[src/rtl/clk_div_multi.sv]
// rtl/clk_div_multi.sv - NCH-channel programmable clock divider with glitch-free divisor updates
module clk_div_multi #(
  parameter int NCH      = 4,
  parameter int DIV_W    = 16,
  parameter int DIV_INIT = 4
) (
  input  logic             clk_tmp,
  input  logic             rst,
  input  logic             div_wr,
  input  logic [3:0]       div_ch,
  input  logic [DIV_W-1:0] div_val,
  input  logic             sync,
  output logic [NCH-1:0]   clk_out,
  output logic [NCH-1:0]   tick,
  output logic [NCH-1:0]   pend
);

  // Per-channel state: active divisor, counter, pending divisor and pending flag
  logic [DIV_W-1:0] n_q   [NCH];
  logic [DIV_W-1:0] n_d   [NCH];
  logic [DIV_W-1:0] cnt_q [NCH];
  logic [DIV_W-1:0] cnt_d [NCH];
  logic [DIV_W-1:0] p_q   [NCH];
  logic [DIV_W-1:0] p_d   [NCH];
  logic [NCH-1:0]   pend_q;
  logic [NCH-1:0]   pend_d;
  logic [NCH-1:0]   clk_out_q;
  logic [NCH-1:0]   clk_out_d;
  logic [NCH-1:0]   tick_q;
  logic [NCH-1:0]   tick_d;

  // Per-channel decode: end of period, apply point and write hit
  logic [NCH-1:0]   wrap;
  logic [NCH-1:0]   apply;
  logic [NCH-1:0]   wr_hit;

  // Next-state for every channel; outputs are derived from the next cnt/N so the
  // registered clk_out/tick line up with the counter value they describe
  always_comb begin
    for (int i = 0; i < NCH; i++) begin
      n_d[i]    = n_q[i];
      cnt_d[i]  = cnt_q[i];
      p_d[i]    = p_q[i];
      pend_d[i] = pend_q[i];

      // N=0 never wraps; it is handled as a disabled channel instead
      wrap[i]   = (n_q[i] != '0) && (cnt_q[i] == n_q[i] - DIV_W'(1));
      apply[i]  = pend_q[i] && (sync || wrap[i] || (n_q[i] == '0));
      // A channel index >= NCH can never match, so such writes fall away here
      wr_hit[i] = div_wr && (div_ch == 4'(i));

      if (apply[i]) begin
        n_d[i]    = p_q[i];
        pend_d[i] = 1'b0;
      end

      if (sync || apply[i] || wrap[i] || (n_q[i] == '0)) begin
        cnt_d[i] = '0;
      end else begin
        cnt_d[i] = cnt_q[i] + DIV_W'(1);
      end

      // A write landing on the apply edge is kept pending for the next boundary
      if (wr_hit[i]) begin
        p_d[i]    = div_val;
        pend_d[i] = 1'b1;
      end

      clk_out_d[i] = (n_d[i] != '0) && (cnt_d[i] >= (n_d[i] >> 1));
      tick_d[i]    = (n_d[i] != '0) && (cnt_d[i] == n_d[i] - DIV_W'(1));
    end
  end

  // State and output registers; reset drops all progress and pending writes
  always_ff @(posedge clk_tmp or posedge rst) begin
    if (rst) begin
      for (int i = 0; i < NCH; i++) begin
        n_q[i]   <= DIV_W'(DIV_INIT);
        cnt_q[i] <= '0;
        p_q[i]   <= '0;
      end
      pend_q    <= '0;
      clk_out_q <= '0;
      tick_q    <= '0;
    end else begin
      for (int i = 0; i < NCH; i++) begin
        n_q[i]   <= n_d[i];
        cnt_q[i] <= cnt_d[i];
        p_q[i]   <= p_d[i];
      end
      pend_q    <= pend_d;
      clk_out_q <= clk_out_d;
      tick_q    <= tick_d;
    end
  end

  assign clk_out = clk_out_q;
  assign tick    = tick_q;
  assign pend    = pend_q;

endmodule

[config.mk]
export PLATFORM = sky130hd
export DESIGN_NAME = clk_div_multi
export DESIGN_NICKNAME = d
export VERILOG_FILES = /design/src/rtl/clk_div_multi.sv
export SDC_FILE = /design/constraint.sdc
export NUM_CORES = 1
export LEC_CHECK = 0
export CAP_MARGIN = 20
export CORE_ASPECT_RATIO = 0.7
export CORE_MARGIN = 5
export CORE_UTILIZATION = 25
export CTS_CLUSTER_SIZE = 12
export DETAILED_ROUTE_END_ITERATION = 12
export HOLD_SLACK_MARGIN = 0.03
export PLACE_DENSITY = 0.49
export SLEW_MARGIN = 20
export SYNTH_ARGS = -nofsm -noshare
export SYNTH_HDL_FRONTEND = slang
export SYNTH_SLANG_ARGS = --single-unit
[constraint.sdc]
create_clock -name clk_tmp -period 20.3 [get_ports clk_tmp]
set_input_delay 3.045 -clock clk_tmp [delete_from_list [all_inputs] [get_ports clk_tmp]]
set_output_delay 3.045 -clock clk_tmp [all_outputs]
set_load 0.03 [all_outputs]
==> results.sh <==
export IMPL_clkTransAtPathRegs_ps=60
export IMPL_reg2reg_setup_slack_ps=14130
export IMPL_num_vias=13800
export IMPL_power_frac_comb=0.488
export IMPL_wl_um=52100
export IMPL_syn_to_final_growth_pct=12.7
export IMPL_route_detailed_drc=0
export IMPL_worst_hold_path_type="reg2reg"
export IMPL_timing_critical_path_cells="clkdlybuf4s50_1 > a41o_1 > nand2_1 > nand2_4 > mux2i_1 > ha_1 > nand2_1 > nor2_1 > nand2_1 > or4_1 > a221oi_1 > xnor3_1 > o211a_1 > o2111ai_1 > nor4b_2"
export IMPL_rr_worst_depth=15
export IMPL_slew_violations=0
export IMPL_dpl_worst_slack_ps=12490
export IMPL_drv_cap=0
export IMPL_clock_skew_ps=9.77
export IMPL_setup_violations=0
export IMPL_synth_edf_count=0
export IMPL_fin_nets=1840
export IMPL_crit_path_start_kind="input pin"
export IMPL_core_area_mm2=0.0617
export IMPL_clockPowerShare=0.207
export IMPL_critPathKind="in2reg"
export IMPL_synthFlopType="dfrtp_1"
export IMPL_dpl_cell_area_mm2=0.0168
export IMPL_worstPathRequired_ps=20740
export IMPL_crit_slowest_cell="clkdlybuf4s50_1"
export IMPL_crit_path_end_kind="flop"
export IMPL_cts_resized=0
export IMPL_synth_top_area_cell="dfrtp_1"
export IMPL_synth_top_area_share=0.320
export IMPL_critPathArrivalTime_ps=7830
export IMPL_p_sw_frac=0.448
export IMPL_grt_pass1_wl_um=80700
export IMPL_clk_path_buf_depth=3
export IMPL_reg2reg_from="n_q[55]"
export IMPL_critPathMaxStageDelay_ps=870
export IMPL_grt_util_all_layers=0.151
export IMPL_ys_seq_elements=204
export IMPL_max_freq_ghz=0.135
export IMPL_antenna_found_initial=9
export IMPL_ir_drop_mv=0.0890
export IMPL_r2r_end="tick[0]"
export IMPL_power_frac_seq=0.305
export IMPL_hold_viol=0
export IMPL_nFillCells=6466
export IMPL_clk_latency_ps=540
export IMPL_antennaDiodeCount=0
export IMPL_grt_util_met2=0.196
export IMPL_min_from="p_q[46]"
export IMPL_die_height_um=219
export IMPL_grt_setup_unrepaired="false"
export IMPL_wire_per_inst_um=20.2
export IMPL_async_flop_share=1.00
export IMPL_fp_row_count=76
export IMPL_vias_per_cell=5.36
export IMPL_cts_tree="done"
export IMPL_synth_distinct_cells=92
export IMPL_cts_buffers=24
export IMPL_max_slew_worst_pin_slew_ps=1060
export IMPL_crit_cells=15
export IMPL_cts_sinks=204
export IMPL_power_density_mw_per_mm2=124
export IMPL_die_w_um=309
export IMPL_grt_util_met1=0.248
export IMPL_path_buf_inv=1
export IMPL_crit_fanout=27
export IMPL_endpoint="tick[1]"
export IMPL_ys_seq_area_frac=0.327
export IMPL_p_leak_nw=7.54
export IMPL_startpoint="sync"
export IMPL_dr_pass1_iters=5
export IMPL_initial_core_util=0.253
export IMPL_tns_ps=0
export IMPL_netlist_instances=1747
export IMPL_layout_min_cycle_time_ps=7390
export IMPL_period_share=0.364
export IMPL_ys_warn_count=0
export IMPL_gr_total_overflow=0
export IMPL_power_switching_mw=0.981
export IMPL_place_congestion=0.943
export IMPL_final_cell_mix="dfrtp_1 (200), nor2_1 (147), inv_1 (112)"
export IMPL_h_tree_depth=1
export IMPL_met3_usage=0.0292
export IMPL_yosys_top_cells_area="dfrtp_1 (32%), xnor2_1 (6.2%), ha_1 (5.8%)"
export IMPL_cp_top_family="simple AND/OR/NAND/NOR gates"
export IMPL_final_cell_area_mm2=0.0176
export IMPL_drive_gt1_frac=0.101
export IMPL_grt_max_degree=142
export IMPL_port_buffers=35
export IMPL_grt_pass1_vias=13100
export IMPL_root_buffer="clkbuf_16"
export IMPL_status="completed"
export IMPL_worst_path_most_repeated_cell="nand2_1"
export IMPL_fin_ws_ps=12910
export IMPL_post_cts_buffers=0
export IMPL_relSlewSlack=0.289
export IMPL_io_pins=36
export IMPL_postSynthAreaPerCell_um2=8.95
export IMPL_syn_num_nets=1843
export IMPL_dieArea_mm2=0.0677
export IMPL_p_int_mw=1.21
export IMPL_hpwlAfterDp_um=40400
export IMPL_final_common_cell="dfrtp_1"
export IMPL_grt_busiest_layer="met1"
export IMPL_antenna_left=0
export IMPL_holdBufCountCts=0
export IMPL_synth_area_mm2=0.0156
export IMPL_drt_iter0_markers=1474
[worst min path at each step]
stage | depth (start not counted) | endpoint | slack (ps)
5_1_grt | 1 | p_q[41] | 550
3_5_place_dp | 1 | p_q[17] | 530
4_1_cts | 1 | p_q[32] | 540
2_1_floorplan | 1 | p_q[46] | 480
3_3_place_gp | 1 | p_q[18] | 520
6_report | 1 | p_q[46] | 530
[cells by family (layout without fill, tap and decap cells)]
family	count (synthesis)	after routing	synth area share
and+or+nand+nor	629	629	0.212
AOI/OAI and AO/OA	324	324	0.154
DFF	204	204	0.327
buffers and inverters	195	208	0.0506
xor gates and xnor gates	190	190	0.108
muxes	131	131	0.0896
adders and majority gates	74	74	0.0589
[cells in the mapped netlist (20+ instances only)]
cell      count
and3_1       31
ha_1         72
clkbuf_1     51
inv_1       113
or3_1        29
mux2i_1      59
nor2_1      147
xor2_1       78
nor4_1       31
nand2_1     111
xnor2_1     110
nor3_1       65
a21o_1       20
mux2_2       72
o21ai_0      37
dfrtp_1     200
a21oi_1      51
a31oi_1      20
nand3_1      69
nand4_1      41
a211oi_1     28
[layout make-up]
cell class	count	area, um^2	share of cell area
multi-input cells	1348	9760	0.553
flip-flops and latches	204	5110	0.290
well taps	819	1020	0.0581
clock buffers	36	747	0.0424
repair buffers	51	468	0.0265
inverters	115	444	0.0252
clock inverters	6	80.1	0.00454
[power by group through the flow]
stage / clock [mW] / combinational [mW] / sequential, mW
floorplan: 0 / 0.818 / 0.575
global placement: 0 / 1.03 / 0.671
detailed placement: 0 / 1.04 / 0.668
CTS: 0.470 / 1.05 / 0.662
global route: 0.485 / 1.17 / 0.682
finish: 0.455 / 1.07 / 0.668
[per-layer routing]
metal | wire (um) | up-vias
met4 | 1190 | 0
met3 | 4350 | 75
met5 | 0 | -
li1 | - | 6365
met2 | 19400 | 630
met1 | 27200 | 6754
[per-stage QoR]
stage	total power, mW	hold WS, ps	util	cells
after floorplan	1.39	480	-	1747
after global placement	1.71	522	0.272	2536
after detailed placement	1.71	527	0.272	2536
after CTS	2.18	540	0.285	2578
after global routing	2.34	554	0.286	2579
final	2.19	534	0.286	2579
[registers in the layout, indices dropped and copies added, names as in the netlist]
name,count
cnt_q,64
tick,4
p_q,64
pend,4
n_q,64
clk_out,4
Note: power is estimated with default switching activity, not from simulation.
